===== src/rtl/counter_pkg.sv =====
// Shared types and constants for the programmable modulus counter.
package counter_pkg;

  typedef enum logic [0:0] {
    RUN  = 1'b0,
    HALT = 1'b1
  } state_t;

  localparam logic DIR_UP   = 1'b1;
  localparam logic DIR_DOWN = 1'b0;

endpackage


===== src/rtl/counter_next_state.sv =====
// Combinational step function: the next count value, the terminal-event flag and
// the one-shot halt request, given the current count, modulus, direction and mode.
module counter_next_state
  import counter_pkg::*;
#(
  parameter int WIDTH = 8
) (
  input  logic [WIDTH-1:0] i_q,
  input  logic [WIDTH-1:0] i_mod,
  input  logic             i_up,
  input  logic             i_oneshot,
  output logic [WIDTH-1:0] o_q_next,
  output logic             o_term,
  output logic             o_done_set
);

  localparam logic [WIDTH-1:0] ZERO = {WIDTH{1'b0}};
  localparam logic [WIDTH-1:0] ONE  = {{(WIDTH-1){1'b0}}, 1'b1};

  // Step rules; an out-of-range count snaps to the start of the range without a terminal event.
  always_comb begin
    o_q_next   = i_q;
    o_term     = 1'b0;
    o_done_set = 1'b0;
    if (i_up == DIR_UP) begin
      if (i_q == i_mod) begin
        o_term = 1'b1;
        if (i_oneshot) begin
          o_done_set = 1'b1;
          o_q_next   = i_q;
        end else begin
          o_q_next = ZERO;
        end
      end else if (i_q > i_mod) begin
        o_q_next = ZERO;
      end else begin
        o_q_next = i_q + ONE;
      end
    end else begin
      if (i_q == ZERO) begin
        o_term = 1'b1;
        if (i_oneshot) begin
          o_done_set = 1'b1;
          o_q_next   = ZERO;
        end else begin
          o_q_next = i_mod;
        end
      end else if (i_q > i_mod) begin
        o_q_next = i_mod;
      end else begin
        o_q_next = i_q - ONE;
      end
    end
  end

endmodule


===== src/rtl/prog_mod_counter.sv =====
// WIDTH-bit up/down counter with programmable modulus, one-shot halt, registered
// terminal pulse and compare flag, and an ENT-gated ripple carry for cascading.
module prog_mod_counter
  import counter_pkg::*;
#(
  parameter int               WIDTH     = 8,
  parameter logic [WIDTH-1:0] RESET_VAL = {WIDTH{1'b0}}
) (
  input  logic             CLK,
  input  logic             CLR,
  input  logic             SCLR,
  input  logic             LOAD_n,
  input  logic [WIDTH-1:0] D,
  input  logic [WIDTH-1:0] MOD,
  input  logic             UP,
  input  logic             ONESHOT,
  input  logic             ENP,
  input  logic             ENT,
  input  logic [WIDTH-1:0] CMP,
  output logic [WIDTH-1:0] Q,
  output logic             RCO,
  output logic             TC_PULSE,
  output logic             MATCH,
  output logic             DONE
);

  logic [WIDTH-1:0] r_q;
  state_t           r_state;
  logic             r_tc;
  logic             r_match;

  logic [WIDTH-1:0] w_q_step;
  logic             w_term;
  logic             w_done_set;
  logic             w_step;
  logic [WIDTH-1:0] w_q_nxt;
  state_t           w_state_nxt;
  logic             w_tc_nxt;
  logic [WIDTH-1:0] w_term_val;

  counter_next_state #(
    .WIDTH(WIDTH)
  ) u_next (
    .i_q       (r_q),
    .i_mod     (MOD),
    .i_up      (UP),
    .i_oneshot (ONESHOT),
    .o_q_next  (w_q_step),
    .o_term    (w_term),
    .o_done_set(w_done_set)
  );

  // Edge priority: clear, then load, then a count step, else hold.
  always_comb begin
    w_step      = ENP & ENT & (r_state == RUN);
    w_q_nxt     = r_q;
    w_state_nxt = r_state;
    w_tc_nxt    = 1'b0;
    if (SCLR) begin
      w_q_nxt     = RESET_VAL;
      w_state_nxt = RUN;
    end else if (!LOAD_n) begin
      w_q_nxt     = D;
      w_state_nxt = RUN;
    end else if (w_step) begin
      w_q_nxt  = w_q_step;
      w_tc_nxt = w_term;
      if (w_done_set) begin
        w_state_nxt = HALT;
      end else begin
        w_state_nxt = r_state;
      end
    end else begin
      w_q_nxt = r_q;
    end
  end

  // MATCH is taken from the value Q is about to hold, so it lines up with Q.
  always_ff @(posedge CLK or posedge CLR) begin
    if (CLR) begin
      r_q     <= RESET_VAL;
      r_state <= RUN;
      r_tc    <= 1'b0;
      r_match <= 1'b0;
    end else begin
      r_q     <= w_q_nxt;
      r_state <= w_state_nxt;
      r_tc    <= w_tc_nxt;
      r_match <= (w_q_nxt == CMP);
    end
  end

  assign w_term_val = (UP == DIR_UP) ? MOD : {WIDTH{1'b0}};

  assign Q        = r_q;
  assign TC_PULSE = r_tc;
  assign MATCH    = r_match;
  assign DONE     = (r_state == HALT);
  assign RCO      = ENT & (r_q == w_term_val) & (r_state == RUN);

endmodule

===== config.mk =====
export PLATFORM = sky130hd
export DESIGN_NAME = prog_mod_counter
export DESIGN_NICKNAME = d
export VERILOG_FILES = /design/src/rtl/counter_pkg.sv /design/src/rtl/counter_next_state.sv /design/src/rtl/prog_mod_counter.sv
export SDC_FILE = /design/constraint.sdc
export NUM_CORES = 1
export LEC_CHECK = 0
export CAP_MARGIN = 40
export CORE_UTILIZATION = 25
export CTS_BUF_LIST = sky130_fd_sc_hd__clkbuf_8
export CTS_CLUSTER_DIAMETER = 50
export DETAILED_ROUTE_END_ITERATION = 8
export GPL_TIMING_DRIVEN = 0
export SETUP_SLACK_MARGIN = 0.05
export SLEW_MARGIN = 30
export SYNTH_ARGS = -nofsm -noshare
export SYNTH_HDL_FRONTEND = slang
export SYNTH_HIERARCHICAL = 1
export SYNTH_SLANG_ARGS = --single-unit

===== constraint.sdc =====
create_clock -name CLK -period 7.5 [get_ports CLK]
set_input_delay 1.125 -clock CLK [delete_from_list [all_inputs] [get_ports CLK]]
set_output_delay 1.125 -clock CLK [all_outputs]
set_load 0.02 [all_outputs]

## After elaboration in Yosys (flattened, before gate mapping)

Cells that the tools add are included.
W data, S select, Z words.

- Input port bits: 32
- Latch bits: 0
- Register bits: 11
- Memories kept: 0
- ROM bits: 0
- RAM bits: 0

- Div/mod/pow operators: 0
- Reduce and logical (&&, ||, !) cells: 2
- Equality and inequality tests: 5
- Bitwise logic cells: 5
- Muxes and demuxes: 25
- Multiply operators: 0
- $add $sub $neg: 2
- Shift operators: 0
- $lt $le $gt $ge: 1

Operators with widths:

| cell | number |
|---|---|
| $mux W8 | 11 |
| $eq A8 B8 Y1 | 3 |
| $mux W1 | 14 |
| $add A8 B1 Y8 const B | 1 |
| $gt A8 B8 Y1 | 1 |
| $logic_not A8 Y1 | 1 |
| $sub A8 B1 Y8 const B | 1 |
| $ne A3 B2 Y1 const B | 2 |
| $and A1 B1 Y1 | 4 |
| $reduce_and A2 Y1 | 1 |
| $not A1 Y1 | 1 |

## Longest topological paths before layout

- Depth in word-level cells: 8
- Depth in mapped cells: 14
- Mapped depth without buffers: 13

## Hierarchy

The synthesis kept the hierarchy.

By module, submodules not included:

| module | instances | seq. area each (sq um) | cells each | area an instance (sq um) |
|---|---|---|---|---|
| prog_mod_counter | 1 | 275.3 | 139 | 1111.1 |
| counter_next_state | 1 | 0.0 | 119 | 854.6 |

## Least setup slack after synthesis

Ideal clock, no wire load.

- Kind: input-to-reg
- Start point: input port MOD[7]
- End point: register r_match (netlist: MATCH)
- Path buffers: 0
- Slack: 3737 ps
- Stages on the path: 12
- Data arrival time: 3667 ps
- Required time: 7404 ps
- Cells stage by stage: inv_1 ha_1 nand4_4 nor3_1 nand2_1 a21boi_0 a221o_1 nand2_1 and4_1 a41o_1 or4_1 nor4_2

- Cells in the longest elaborated chain, start to end: 8
- Elaborated cells on any way between the ends: 12
- Those cells by class: order compare: 1; eq/ne: 2; mux: 9

Ends and longest elaborated chain:

| what | RTL line | text |
|---|---|---|
| from (decl) | prog_mod_counter.sv:14 | `input logic [WIDTH-1:0] MOD,` |
| $gt A8 B8 Y1 | counter_next_state.sv:34, counter_next_state.sv:48 |  |
| $mux W8 (on tied branches) | counter_next_state.sv:48, counter_next_state.sv:34 |  |
| $mux W8 (on tied branches) | counter_next_state.sv:40, counter_next_state.sv:26 |  |
| $mux W8 * | counter_next_state.sv:25 | `if (i_up == DIR_UP) begin` |
| net w_q_step[5] | prog_mod_counter.sv:32 | `logic [WIDTH-1:0] w_q_step;` |
| $mux W8 * | prog_mod_counter.sv:65 | `end else if (w_step) begin` |
| $mux W8 * | prog_mod_counter.sv:62 | `end else if (!LOAD_n) begin` |
| $mux W8 * | prog_mod_counter.sv:59 | `if (SCLR) begin` |
| $eq A8 B8 Y1 * | prog_mod_counter.sv:89 | `r_match <= (w_q_nxt == CMP);` |
| to (signal assigned) | prog_mod_counter.sv:89 |  |
| to (decl) | prog_mod_counter.sv:30 | `logic r_match;` |

Mark *: on every way through the listed nets, which the timed path passes. The rest lies on a longest branch.
A chain may end at the register's enable or synchronous reset.

## Worst setup path in the final report

- Start point: input port UP
- End point: output port RCO

- Cells in the longest elaborated chain, start to end: 4

Ends and longest elaborated chain:

| what | RTL line | text |
|---|---|---|
| from (decl) | prog_mod_counter.sv:15 | `input logic UP,` |
| $mux W8 | prog_mod_counter.sv:93 | `assign w_term_val = (UP == DIR_UP) ? MOD : {WIDTH{1'b0}};` |
| $eq A8 B8 Y1 | prog_mod_counter.sv:99 | `assign RCO = ENT & (r_q == w_term_val) & (r_state == RUN);` |
| $and A1 B1 Y1 (2 in a row) | prog_mod_counter.sv:99 |  |
| to (decl) | prog_mod_counter.sv:21 | `output logic RCO,` |

Every way passes these cells.

==> impl_metrics.py <==
metrics = {
    "sta": {
        "maxSlewViolCount": 0,
        "fin_skew_ns": 0.003071,
        "max_slew_margin_pct": 58.07,
        "rsz0062_at_grt": "false",
        "fin_crit_ns": 4.740,
        "totalNegativeSetupSlack_ns": 0,
        "clock.fmax_mhz": 211.0,
        "tightest_slew_ns": 0.6270,
        "finalHoldViolations": 0,
        "report.final.setup_viol": 0,
        "post-route-period-util_pct": 63.20,
    },
    "clock_network": {
        "cts.path.max_buffers": 2,
        "clkTransAtPathRegs_ns": 0.05,
        "post_cts_buffers": 0,
        "cts_resized": 0,
        "cts-root-buf": "clkbuf_8",
        "cts_htree_levels": 1,
        "numCtsBuffers": 3,
        "cts.sinks": 11,
        "cts_tree": "yes",
        "worstSkewPairLatency_ns": 0.24,
        "holdBufCountCts": 0,
    },
    "drt": {
        "drtIter0Drc": 236,
        "first_pass_iters": 5,
        "vias_per_cell": 5.474,
        "ant_nets": 0,
        "num_vias": 2217,
        "drc": 0,
        "drt-total-wl_um": 6305,
        "routedWlPerCell_um": 15.57,
    },
    "worst_setup_path": {
        "crit_chain": "clkdlybuf4s50_1, a22oi_1, or4_1, nor3b_1, clkdlybuf4s50_1",
        "rr_worst_depth": 13,
        "critPathSlowestCell": "clkdlybuf4s50_1",
        "timing.rr.end": "MATCH",
        "startpoint_type": "input pin",
        "cp.required_ns": 6.38,
        "crit_arrival_ns": 3.61,
        "worst_path_most_repeated_cell": "clkdlybuf4s50_1",
        "rr_startpoint": "Q[0]",
        "critPathKind": "in2out",
        "crit_family": "buffers and inverters",
        "path_max_fanout": 15,
        "endpoint_kind": "output pin",
        "rrSetupSlack_ns": 3.65,
        "cp_num_buf_inv": 2,
        "cpPeakStageDelay_ns": 0.87,
    },
    "hold_path": {
        "hold_class": "reg2reg",
        "whs_path_depth": 2,
        "holdPathEnd": "DONE",
        "holdCritStartpoint": "DONE",
    },
    "synthesis": {
        "synthAdderAreaFrac_pct": 7.002,
        "seq_area_frac_synth_pct": 14.00,
        "synth-main-ff-cell": "dfrtp_1",
        "synth_area_leader_cell": "dfrtp_1",
        "syn_nets": 301,
        "netlist_top_cells_area": "dfrtp_1 (14%), ha_1 (7.0%), nand2_1 (4.2%)",
        "yosysMostFrequentCell": "nand2_1",
        "synth_top_family_by_area": "simple AND/OR/NAND/NOR gates",
        "async_flop_share_pct": 100.0,
        "ys_types": 65,
        "yosys_warnings": 6,
        "synthesis.area_um2": 1966,
        "synth_top_cell_area_share_pct": 14.00,
        "ys_seq_elements": 11,
        "syn-instance-count": 258,
        "synth-xor-area-share_pct": 4.456,
        "synthMuxAreaShare_pct": 2.037,
        "postSynthAreaPerCell_um2": 7.619,
        "ys_top_cells_by_count": "nand2_1 (22), inv_1 (20), nor2_1 (16)",
        "synth-simple-area-share_pct": 33.86,
        "synth-edff-count": 0,
        "synth_compound_area_share_pct": 29.79,
    },
    "layout": {
        "seq_area_um2": 275.3,
        "n_fill_cell": 781,
        "nets": 350,
        "diodes": 0,
        "multi_input_area_um2": 1516,
        "synthToLayoutAreaGrowth_pct": 30.81,
        "stdcell_count": 405,
        "drive_above_1_share_pct": 9.804,
    },
    "pwr": {
        "combinationalPowerShare_pct": 52.8,
        "power_density_nw_per_um2": 112.0,
        "p_sw_uw": 116.4,
        "switching_share_pct": 40.44,
        "peakVddDrop_v": 0.00003626,
        "seq_power_share_pct": 26.3,
        "p_leak_uw": 0.001028,
        "pwr-share-clk_pct": 20.9,
        "p_int_uw": 171.5,
    },
    "global_routing": {
        "grt_antenna_before_repair": 0,
        "grt_use_total_pct": 15.51,
        "grt_pass1_vias": 2024,
        "grt_max_degree": 16,
        "grt-ovfl-total": 0,
        "grt_pass1_wl_um": 10460,
    },
    "die": {
        "dieWidth_um": 90.67,
        "dieHeight_um": 90.67,
        "row_count": 31,
        "core_area_um2": 7408,
        "pin_count": 44,
        "die-area_um2": 8221,
        "start_util_pct": 26.53,
    },
    "placement": {
        "dp.cells": 401,
        "place.gp.congestion": 0.8522,
        "dp_hpwl_um": 4908,
        "io_buffers": 43,
    },
    "run": {
        "cap_violations": 0,
    },
    "run_status": {
        "status": "completed",
    },
}
[worst register-to-register path: stages (launching register included)]
cell,delay [ns]
dfrtp_1,0.68
inv_1,0.22
ha_1,0.35
nand4_2,0.15
or2_1,0.27
nand2_1,0.08
nand3_1,0.12
nor2_1,0.37
a221o_1,0.25
nand2_1,0.07
and4_1,0.20
a41o_1,0.20
or4_1,0.52
nor4_2,0.27
[registers in the layout (all words and copies together), names as in the netlist]
signal    count
TC_PULSE      1
DONE          1
Q             8
MATCH         1
[metrics by stage]
stage	hold WS (ns)	setup WS (ns)	area (µm²)	utilization (%)	total power (µW)
6_report	0.6417	2.760	2571	34.71	287.9
3_3_place_gp	0.6151	2.528	2520	34.01	226.1
3_5_place_dp	0.6323	2.715	2525	34.08	227.6
5_1_grt	0.6879	2.652	2571	34.71	308.1
2_1_floorplan	0.6891	3.737	1966	-	170.5
4_1_cts	0.6411	2.751	2571	34.71	287.2
[power by group through the flow]
stage          clock, µW  combinational (µW)  sequential [µW]
2_1_floorplan          0                94.6             75.9
3_3_place_gp           0                 149             76.7
3_5_place_dp           0                 151             76.8
4_1_cts             59.9                 152             75.7
5_1_grt             64.3                 167             76.8
6_report            60.2                 152             75.7
[area by class of cell]
| class | instances | area share [%] |
|---|---|---|
| Timing Repair Buffer | 44 | 16.93 |
| Inverter | 20 | 2.920 |
| Clock inverter | 1 | 0.1946 |
| Clock buffer | 3 | 1.606 |
| Tap cell | 99 | 4.818 |
| Buffer | 12 | 3.844 |
| Sequential cell | 11 | 10.71 |
| Multi-Input combinational cell | 215 | 58.98 |
[layer usage]
layer  share of wire, %  track usage, %
met2                 46           25.00
met5                  0               0
met3                4.9           1.431
met4               0.97           3.629
met1                 48           22.10
[cell families after synthesis]
family          Yosys count
compound gates           80
fa+ha+maj                11
xor+xnor                 10
mux                       4
buf+inv                  32
simple gates            110
flops                    11
[placed cells by master (no fill, tap or decap), types with 3 or more instances in the layout]
master and count:
inv_1 20, nor3_1 8, nand3b_1 6, or4_1 3, a221o_1 5, nand2b_1 5, nand3_1 15, ha_1 11
clkdlybuf4s50_1 43, clkbuf_8 6, a21oi_1 13, a211oi_1 3, nor3b_1 4, mux2i_1 4, nor2_1 16, o21bai_1 3
a21boi_0 4, nand2_1 22, xor2_1 4, a211o_1 5, xnor2_1 6, buf_2 5, o21ai_0 15, dfrtp_1 11
a22oi_1 10
[worst max-delay path by stage]
| stage | cells after the start | endpoint | startpoint | slack [ns] |
|---|---|---|---|---|
| after floorplan | 12 | MATCH | MOD[7] | 3.74 |
| after global placement | 13 | MATCH | MOD[7] | 2.53 |
| after detailed placement | 15 | MATCH | MOD[7] | 2.71 |
| after CTS | 5 | RCO | UP | 2.75 |
| after global routing | 5 | RCO | UP | 2.65 |
| final | 5 | RCO | UP | 2.76 |
Power figures use the tool's default switching activity.
